[config.mk]
export PLATFORM = sky130hd
export DESIGN_NAME = mem_image_loader_flat
export DESIGN_NICKNAME = d
export VERILOG_FILES = /design/src/rtl/mem_image_loader_pkg.sv /design/src/rtl/mem_image_loader_if.sv /design/src/rtl/mem_image_loader_counter.sv /design/src/rtl/mem_image_loader.sv /design/src/flat_wrapper.sv
export SDC_FILE = /design/constraint.sdc
export NUM_CORES = 1
export LEC_CHECK = 0
export ABC_AREA = 0
export BUFFER_PORTS_ARGS = -buffer_cell sky130_fd_sc_hd__buf_2
export CAP_MARGIN = 20
export CORE_MARGIN = 1
export CORE_UTILIZATION = 52
export DETAILED_ROUTE_END_ITERATION = 10
export PLACE_DENSITY = 0.91
export SLEW_MARGIN = 20
export SYNTH_ARGS = -nofsm -noshare
export SYNTH_HDL_FRONTEND = slang
export SYNTH_SLANG_ARGS = --single-unit
[constraint.sdc]
create_clock -name clk -period 2.4 [get_ports clk]
set_input_delay 0.48 -clock clk [delete_from_list [all_inputs] [get_ports clk]]
set_output_delay 0.48 -clock clk [all_outputs]
set_load 0.02 [all_outputs]
[src/rtl/mem_image_loader_pkg.sv]
// Shared types and default parameters for the program-image loader.
// State codes are fixed so they stay stable across tools and debug views.
package mem_image_loader_pkg;

  localparam int DEF_ADDR_WIDTH = 10;
  localparam int DEF_DATA_WIDTH = 32;
  localparam int DEF_RUN_CYCLES = 10000;

  typedef enum logic [2:0] {
    ST_IDLE      = 3'd0,
    ST_LOAD      = 3'd1,
    ST_ZERO_FILL = 3'd2,
    ST_RUN       = 3'd3,
    ST_DONE      = 3'd4
  } loader_state_e;

endpackage

[src/rtl/mem_image_loader_if.sv]
// Image stream (valid/ready) and memory write port of the loader.
// master = loader side, slave = image source / memory side.
interface mem_image_loader_if
  import mem_image_loader_pkg::*;
#(
  parameter int ADDR_WIDTH = DEF_ADDR_WIDTH,
  parameter int DATA_WIDTH = DEF_DATA_WIDTH
);
  logic                  in_valid;
  logic [DATA_WIDTH-1:0] in_data;
  logic                  in_ready;
  logic                  mem_we;
  logic [ADDR_WIDTH-1:0] mem_addr;
  logic [DATA_WIDTH-1:0] mem_wdata;

  modport master (
    input  in_valid, in_data,
    output in_ready, mem_we, mem_addr, mem_wdata
  );

  modport slave (
    output in_valid, in_data,
    input  in_ready, mem_we, mem_addr, mem_wdata
  );
endinterface

[src/rtl/mem_image_loader_counter.sv]
// Loadable, clearable, enabled up-counter used for the write pointer and run-cycle count.
// Priority: clr over load over en.
module mem_image_loader_counter #(
  parameter int WIDTH = 8
) (
  input  logic             clk,
  input  logic             reset,
  input  logic             clr,
  input  logic             load,
  input  logic [WIDTH-1:0] load_val,
  input  logic             en,
  output logic [WIDTH-1:0] count
);
  logic [WIDTH-1:0] count_q, count_d;

  always_comb begin
    count_d = count_q;
    if (clr)       count_d = '0;
    else if (load) count_d = load_val;
    else if (en)   count_d = count_q + 1'b1;
  end

  always_ff @(posedge clk) begin
    if (reset) count_q <= '0;
    else       count_q <= count_d;
  end

  assign count = count_q;
endmodule

[src/rtl/mem_image_loader.sv]
// Streams a program image into cpu memory, zero-fills the tail while holding the cpu in reset,
// then runs the cpu for RUN_CYCLES clock-enabled cycles and freezes it for inspection.
//
// state     | meaning
// ----------+-----------------------------------------------------------
// IDLE      | waiting for start after reset, cpu held in reset
// LOAD      | accepting image words, one write per handshake
// ZERO_FILL | writing zeros from ptr up to DEPTH-1
// RUN       | cpu released and clock-enabled, cycles counting
// DONE      | cpu frozen (enable low, reset low), waiting for restart
module mem_image_loader
  import mem_image_loader_pkg::*;
#(
  parameter int ADDR_WIDTH = DEF_ADDR_WIDTH,
  parameter int DATA_WIDTH = DEF_DATA_WIDTH,
  parameter int RUN_CYCLES = DEF_RUN_CYCLES
) (
  input  logic                clk,
  input  logic                reset,
  input  logic                start,
  input  logic [ADDR_WIDTH:0] word_count,
  mem_image_loader_if.master  bus,
  output logic                cpu_reset,
  output logic                cpu_en,
  output logic                busy,
  output logic                done,
  output logic [31:0]         cycles
);
  localparam logic [ADDR_WIDTH:0] DEPTH_W   = {1'b1, {ADDR_WIDTH{1'b0}}};
  localparam logic [ADDR_WIDTH:0] LAST_ADDR = {1'b0, {ADDR_WIDTH{1'b1}}};
  localparam logic [31:0]         RUN_LAST  = 32'(RUN_CYCLES - 1);

  loader_state_e state_q, state_d;

  logic [ADDR_WIDTH:0]   n_q, n_d;
  logic                  in_ready_q, in_ready_d;
  logic                  mem_we_q, mem_we_d;
  logic [ADDR_WIDTH-1:0] mem_addr_q, mem_addr_d;
  logic [DATA_WIDTH-1:0] mem_wdata_q, mem_wdata_d;
  logic                  cpu_reset_q, cpu_reset_d;
  logic                  cpu_en_q, cpu_en_d;
  logic                  busy_q, busy_d;
  logic                  done_q, done_d;

  logic [ADDR_WIDTH:0] ptr_q;
  logic [31:0]         cycles_q;
  logic [ADDR_WIDTH:0] wc_clamped;
  logic                start_acc, xfer, last_word, zero_fill, run_last;

  assign wc_clamped = (word_count > DEPTH_W) ? DEPTH_W : word_count;
  assign start_acc  = start && ((state_q == ST_IDLE) || (state_q == ST_DONE));
  assign xfer       = (state_q == ST_LOAD) && bus.in_valid && in_ready_q;
  assign last_word  = xfer && ((ptr_q + 1'b1) == n_q);
  assign zero_fill  = (state_q == ST_ZERO_FILL);
  assign run_last   = (state_q == ST_RUN) && (cycles_q == RUN_LAST);

  mem_image_loader_counter #(.WIDTH(ADDR_WIDTH + 1)) u_ptr (
    .clk      (clk),
    .reset    (reset),
    .clr      (start_acc),
    .load     (1'b0),
    .load_val ('0),
    .en       (xfer || zero_fill),
    .count    (ptr_q)
  );

  mem_image_loader_counter #(.WIDTH(32)) u_cycles (
    .clk      (clk),
    .reset    (reset),
    .clr      (start_acc),
    .load     (1'b0),
    .load_val ('0),
    .en       (state_q == ST_RUN),
    .count    (cycles_q)
  );

  always_ff @(posedge clk) begin
    if (reset) state_q <= ST_IDLE;
    else       state_q <= state_d;
  end

  always_comb begin
    state_d = state_q;
    case (state_q)
      ST_IDLE, ST_DONE: begin
        if (start) state_d = (wc_clamped == '0) ? ST_ZERO_FILL : ST_LOAD;
      end
      ST_LOAD: begin
        if (last_word) state_d = (n_q < DEPTH_W) ? ST_ZERO_FILL : ST_RUN;
      end
      ST_ZERO_FILL: begin
        if (ptr_q == LAST_ADDR) state_d = ST_RUN;
      end
      ST_RUN: begin
        if (run_last) state_d = ST_DONE;
      end
      default: state_d = ST_IDLE;
    endcase
  end

  // Flag outputs follow the next state so they change on the same edge as the state.
  always_comb begin
    n_d         = start_acc ? wc_clamped : n_q;
    in_ready_d  = (state_d == ST_LOAD);
    mem_we_d    = xfer || zero_fill;
    mem_addr_d  = mem_we_d ? ptr_q[ADDR_WIDTH-1:0] : mem_addr_q;
    mem_wdata_d = mem_wdata_q;
    if (xfer)           mem_wdata_d = bus.in_data;
    else if (zero_fill) mem_wdata_d = '0;
    cpu_en_d    = (state_d == ST_RUN);
    cpu_reset_d = !((state_d == ST_RUN) || (state_d == ST_DONE));
    busy_d      = (state_d == ST_LOAD) || (state_d == ST_ZERO_FILL) || (state_d == ST_RUN);
    done_d      = (state_d == ST_DONE);
  end

  always_ff @(posedge clk) begin
    if (reset) begin
      n_q         <= '0;
      in_ready_q  <= 1'b0;
      mem_we_q    <= 1'b0;
      mem_addr_q  <= '0;
      mem_wdata_q <= '0;
      cpu_reset_q <= 1'b1;
      cpu_en_q    <= 1'b0;
      busy_q      <= 1'b0;
      done_q      <= 1'b0;
    end else begin
      n_q         <= n_d;
      in_ready_q  <= in_ready_d;
      mem_we_q    <= mem_we_d;
      mem_addr_q  <= mem_addr_d;
      mem_wdata_q <= mem_wdata_d;
      cpu_reset_q <= cpu_reset_d;
      cpu_en_q    <= cpu_en_d;
      busy_q      <= busy_d;
      done_q      <= done_d;
    end
  end

  assign bus.in_ready  = in_ready_q;
  assign bus.mem_we    = mem_we_q;
  assign bus.mem_addr  = mem_addr_q;
  assign bus.mem_wdata = mem_wdata_q;
  assign cpu_reset     = cpu_reset_q;
  assign cpu_en        = cpu_en_q;
  assign busy          = busy_q;
  assign done          = done_q;
  assign cycles        = cycles_q;
endmodule

[src/flat_wrapper.sv]
// flat-port wrapper written by rule: the top's interface ports become plain ports
module mem_image_loader_flat import mem_image_loader_pkg::*;
#(
  parameter int ADDR_WIDTH = DEF_ADDR_WIDTH,
  parameter int DATA_WIDTH = DEF_DATA_WIDTH,
  parameter int RUN_CYCLES = DEF_RUN_CYCLES
)
  (clk, reset, start, word_count, cpu_reset, cpu_en, busy, done, cycles, bus_in_valid, bus_in_data, bus_in_ready, bus_mem_we, bus_mem_addr, bus_mem_wdata);
  mem_image_loader_if #(.ADDR_WIDTH(ADDR_WIDTH), .DATA_WIDTH(DATA_WIDTH)) bus_i ();
  input  logic clk;
  input  logic reset;
  input  logic start;
  input  logic [ADDR_WIDTH:0] word_count;
  output logic cpu_reset;
  output logic cpu_en;
  output logic busy;
  output logic done;
  output logic [31:0] cycles;
  input wire logic [$bits(bus_i.in_valid)-1:0] bus_in_valid;
  input wire logic [$bits(bus_i.in_data)-1:0] bus_in_data;
  output wire logic [$bits(bus_i.in_ready)-1:0] bus_in_ready;
  output wire logic [$bits(bus_i.mem_we)-1:0] bus_mem_we;
  output wire logic [$bits(bus_i.mem_addr)-1:0] bus_mem_addr;
  output wire logic [$bits(bus_i.mem_wdata)-1:0] bus_mem_wdata;
  assign bus_i.in_valid = bus_in_valid;
  assign bus_i.in_data = bus_in_data;
  assign bus_in_ready = bus_i.in_ready;
  assign bus_mem_we = bus_i.mem_we;
  assign bus_mem_addr = bus_i.mem_addr;
  assign bus_mem_wdata = bus_i.mem_wdata;
  mem_image_loader #(.ADDR_WIDTH(ADDR_WIDTH), .DATA_WIDTH(DATA_WIDTH), .RUN_CYCLES(RUN_CYCLES)) u_core (.clk(clk), .reset(reset), .start(start), .word_count(word_count), .bus(bus_i), .cpu_reset(cpu_reset), .cpu_en(cpu_en), .busy(busy), .done(done), .cycles(cycles));
endmodule
==> results.toml, run 1 <==
[clocking]
clkLatencyLatePin_ns = 0.39
clk_pin_slew_ns = 0.12
clock_sinks = 105
cts_tree = "built"
ctsHoldBuffers = 0
htree_levels = 3
root_buffer = "clkbuf_8"
cts_made_buffers = 9
clock_path_buffers = 2

[yosys]
synth-seq-cells = 105
yosysSeqAreaShare = 0.467
synth_area_um2 = 4510
synth_area_leaders = "dfxtp_1 (47%), a21oi_1 (6.6%), xnor2_1 (6.4%)"
syn-instance-count = 537
synth_fp_nets = 586
async_reset_ff_frac = 0
avgSynthCellArea_um2 = 8.39
yosys_warnings = 0
synth_area_leader_cell = "dfxtp_1"
synthFlopType = "dfxtp_1"
synth_edf_count = 0
synth.distinct_cells = 48
netlist.area_leader.share = 0.467

[grt]
antenna_found_initial = 0
grt-ovfl-total = 0
grt_use_total = 0.245
grt_pass1_vias = 3767
grt_max_degree = 44
grt_pass1_wl_mm = 17.4

[timing]
finalSetupViolCount = 0
finalSetupTns_ns = 0
rsz0062_at_grt = "false"
tightest_slew_ns = 0.565
slew_headroom = 0.623
hold_viol_final = 0
finClkSkew_ns = 0.0177
fmax_ghz = 0.444
post-route-min-period_ns = 2.25
final.period_utilization = 0.938
fin_hold_ws_ns = 0.305
setup_slack_ns = 0.148
final_max_slew_viol_count = 0

[worst_setup_path]
cp_slowest_cell = "dfxtp_1"
crit_path_end_kind = "register"
cp.required_ns = 2.68
slowest_delay_ns = 0.52
crit_path_max_fanout = 8
cp.arrival_ns = 2.53
path_cells = "nand3_1, nor3_1, xnor2_1, nand4_1, o31a_1, a221o_1"
worstSetupStartpointType = "register"
worstSetupPathType = "register to register"

[floorplan]
die_w_um = 95.1
die_area_um2 = 9040
start_util = 0.543
fp.dieH_um = 95.1
core-area_um2 = 8300
ios = 127
rows = 33

[routing]
drc = 0
wl_mm = 11.2
vias_per_cell = 5.63
m1WireLength_mm = 4.65
vias = 4293
dr.pass1.iters = 5
met3_length_um = 769
route.met2.wl_mm = 5.46
postRouteAntennaNets = 0
avgRoutedWirePerCell_um = 14.7
drt-initial-drc-count = 246
top_layer = "met4"

[final_layout]
drive_above_1_share = 0.253
nets = 701
fillers = 632
syn_to_final_growth_pct = 20.9
antennaDiodeCount = 0
final_util = 0.656
stdcell_count = 762

[outcome]
status = "finished clean"

[place]
dp_worst_setup_slack_ns = 0.116
io_buffers = 126
hpwl_mm = 8.14
placedCellCount = 746
finalWeightedCongestion = 0.987

[power_and_ir_drop]
powerDensity_nw_per_um2 = 572
p_leak_uw = 0.00220
vdd_drop_max_uv = 362

[flow_run]
cap_violations = 0

[min_path]
hold_class = "input pin to register"
[sequential cells by signal (all words and copies together), names as in the netlist]
signal,flops
u_core.bus.mem_wdata,32
u_core.u_cycles.count,32
u_core.u_ptr.count,11
u_core.state_q,3
u_core.n_q,11
u_core.bus.mem_we,1
u_core.done,1
u_core.busy,1
u_core.cpu_en,1
u_core.cpu_reset,1
u_core.bus.in_ready,1
u_core.bus.mem_addr,10
[per-stage QoR]
stage               instance area, um^2  total power (uW)
finish                             5450              3110
global route                       5450              3230
CTS                                5440              3130
detailed placement                 5230              2040
global placement                   5230              2030
floorplan                          4510              1940
[synth_stat cells (all sizes together), types with 5 or more instances]
cell type	count
nor4	10
or3	11
a22o	8
dfxtp	105
nand3	50
a21oi	59
inv	5
buf	13
nand2	75
nand4	10
nor3	11
nor2	47
clkbuf	22
and3	12
xor2	15
xnor2	33
o21ai	12
[area by class of cell]
cell class / instances / area (um^2) / area share
clock inverter: 7 / 83.8 / 0.0154
tap: 105 / 131 / 0.0241
multi-input combinational: 392 / 2250 / 0.412
inverter: 5 / 18.8 / 0.00345
clock buffer: 9 / 124 / 0.0227
sequential: 105 / 2100 / 0.386
timing repair buffer: 139 / 741 / 0.136
[path summary, 6_finish.rpt]
| path | to | from | depth (start not counted) | slack [ns] |
|---|---|---|---|---|
| setup / recovery | u_core.cpu_reset | u_core.u_ptr.count[2] | 6 | 0.15 |
| setup reg to reg | u_core.cpu_reset | u_core.u_ptr.count[2] | 6 | 0.15 |
| hold / removal | u_core.n_q[0] | word_count[0] | 2 | 0.31 |
| hold reg to reg | u_core.bus.mem_addr[4] | u_core.bus.mem_addr[4] | 2 | 0.46 |
[cells by family after synthesis]
family / synth area share
and+or+nand+nor: 0.275
DFF: 0.467
AOI/OAI and AO/OA: 0.121
xor gates and xnor gates: 0.0933
buffers and inverters: 0.0372
adders and majority gates: 0.00555
muxes: 0.00222
[layer usage]
layer  vias to the layer above  GRT usage
met3                        35     0.0606
met1                      1989      0.302
met5                         -          0
met4                         0      0.125
met2                       180      0.394
li1                       2089          -
[worst max-delay path, delay by kind of cell, from the launching register on]
| family | cells | cell delay (ns) |
|---|---|---|
| and+or+nand+nor | 3 | 0.73 |
| AOI/OAI and AO/OA | 2 | 0.72 |
| DFF | 1 | 0.52 |
| xor gates and xnor gates | 1 | 0.16 |
[power breakdown]
group	internal (uW)	total (uW)	switching (uW)
Clock	417	1120	699
Combinational	85.5	215	130
Sequential	1770	1780	16.8
Total	2270	3110	846
[timing repair]
item | in CTS | in global routing
buffers inserted | 0 | 0
resized for setup | 0 | 2
setup endpoints to repair | 0 | 4
[cells in the final DEF, fill, tap and decap left out, types with 5 or more instances in the layout]
| cell | n |
|---|---|
| a21oi_1 | 59 |
| a22o_1 | 8 |
| and3_1 | 12 |
| buf_2 | 126 |
| buf_4 | 12 |
| clkbuf_8 | 9 |
| dfxtp_1 | 105 |
| inv_1 | 5 |
| nand2_1 | 75 |
| nand3_1 | 48 |
| nand4_1 | 9 |
| nor2_1 | 45 |
| nor3_1 | 10 |
| nor4_1 | 10 |
| o21ai_0 | 11 |
| or3_1 | 11 |
| xnor2_1 | 33 |
| xor2_1 | 15 |
Note: power is estimated with default switching activity, not from simulation.
==> run 2: changes to the inputs <==
Clock period 2.4 ns to 2.2 ns, I/O delays scaled along.
==> results.toml, run 2 (synthesized netlist as in run 1, its figures left out) <==
[worst_setup_path]
crit_path_max_fanout = 8
r2r-start = "u_core.u_ptr.count[3]"
ff2ff_setup_slack_ns = 0.07
worstSetupStartpointType = "register"
crit_path_end_kind = "register"
cp.required_ns = 2.46
cp.arrival_ns = 2.39
worstSetupPathType = "register to register"
r2r-end = "u_core.cpu_reset"
reg2regPathDepth = 6

[clocking]
clkLatencyLatePin_ns = 0.37
htree_levels = 3
clock_sinks = 105
ctsHoldBuffers = 0
clock_path_buffers = 2
cts_made_buffers = 9
cts_tree = "built"
clk_pin_slew_ns = 0.11
root_buffer = "clkbuf_8"

[routing]
drc = 0
vias_per_cell = 5.71
wl_mm = 11.6
avgRoutedWirePerCell_um = 15.0
dr.pass1.iters = 5
drt-initial-drc-count = 257
vias = 4389
postRouteAntennaNets = 0

[floorplan]
core-area_um2 = 8300
fp.dieH_um = 95.1
start_util = 0.543
die_area_um2 = 9040
die_w_um = 95.1
rows = 33
ios = 127

[place]
hpwl_mm = 8.24
finalWeightedCongestion = 0.972
io_buffers = 126

[timing]
fmax_ghz = 0.470
finalSetupTns_ns = 0
final_max_slew_viol_count = 0
tightest_slew_ns = 0.557
final.period_utilization = 0.967
finalSetupViolCount = 0
post-route-min-period_ns = 2.13
slew_headroom = 0.627
finClkSkew_ns = 0.0119
hold_viol_final = 0

[min_path]
hold_class = "input pin to register"
hold_depth = 3
min-delay-start = "bus_in_data[31]"
min_delay_worst_endpoint = "u_core.bus.mem_wdata[31]"

[final_layout]
final_cell_mix = "buf_2 (126), dfxtp_1 (102), nand2_1 (75)"
final_util = 0.666
fillers = 654
antennaDiodeCount = 0
syn_to_final_growth_pct = 22.6
nets = 708
drive_above_1_share = 0.279
layout_commonest_cell = "buf_2"

[outcome]
status = "finished clean"

[grt]
grt_use_total = 0.249
antenna_found_initial = 0
grt_pass1_vias = 3912
grt_max_degree = 43
grt-ovfl-total = 0
grt_pass1_wl_mm = 17.7

[flow_run]
cap_violations = 0

[power_and_ir_drop]
p_leak_uw = 0.00223
vdd_drop_max_uv = 378
powerDensity_nw_per_um2 = 600
-- run 2: cell count changes in the layout (fill, tap and decap cells not counted), moves of 2 or more --
cell      delta
clkinv_8     -3
dfxtp_2      +3
inv_8        +2
inv_6        -2
buf_4        +8
nor4_1       -4
o31ai_1      -2
nor4_2       +4
dfxtp_1      -3
o31ai_2      +2
-- run 2: metal layers --
metal | global-route usage | wire length [um] | vias to the layer above
met4 | 0.109 | 313 | 0
met1 | 0.305 | 4750 | 2065
met2 | 0.417 | 5780 | 194
met5 | 0 | 0 | -
met3 | 0.0542 | 726 | 29
li1 | - | - | 2101
-- run 2: through the flow --
step	cell area, um^2	power, uW	setup slack [ns]	cells	hold slack (ns)
4_1_cts	5470	3320	0.0337	769	0.284
3_3_place_gp	5270	2210	0.146	753	0.442
6_report	5530	3310	0.0726	769	0.293
3_5_place_dp	5270	2220	-0.0321	753	0.446
2_1_floorplan	4510	2110	0.188	537	0.470
5_1_grt	5530	3440	-0.0307	769	0.278
-- run 2: worst max-delay path, cell delays in order (launching register included) --
cell and delay [ns]:
dfxtp_1 0.56, nand4_1 0.24, nor2_1 0.28, xnor2_1 0.16, nand3_1 0.15, o31a_1 0.30
a221o_1 0.33
-- run 2: worst max path at each step --
| stage | start | to | slack, ns | cells past startpoint |
|---|---|---|---|---|
| 2_1_floorplan | u_core.u_ptr.count[0] | u_core.cpu_reset | 0.19 | 7 |
| 3_3_place_gp | u_core.u_ptr.count[1] | u_core.cpu_reset | 0.15 | 7 |
| 3_5_place_dp | u_core.u_ptr.count[1] | u_core.cpu_reset | -0.03 | 7 |
| 4_1_cts | u_core.u_ptr.count[1] | u_core.cpu_reset | 0.03 | 7 |
| 5_1_grt | u_core.u_ptr.count[3] | u_core.cpu_en | -0.03 | 7 |
| 6_report | u_core.u_ptr.count[3] | u_core.cpu_reset | 0.07 | 6 |
-- run 2: cell type report --
| cell class | count | area (um^2) | share of cell area |
|---|---|---|---|
| Inverter | 5 | 18.8 | 0.00340 |
| Clock inverter | 7 | 61.3 | 0.0111 |
| Timing Repair Buffer | 146 | 781 | 0.141 |
| Clock buffer | 9 | 124 | 0.0224 |
| Sequential cell | 105 | 2110 | 0.381 |
| Tap cell | 105 | 131 | 0.0238 |
| Multi-Input combinational cell | 392 | 2300 | 0.417 |
-- run 2: what timing repair did --
item / CTS / global route
setup buffers: 0 / 0
pin swaps: 0 / 0
resized for setup: 3 / 13
setup endpoints to repair: 4 / 6
-- run 2: power breakdown --
part           switching, uW  internal (uW)
registers               18.0           1930
clock network            699            434
logic                    145           92.6
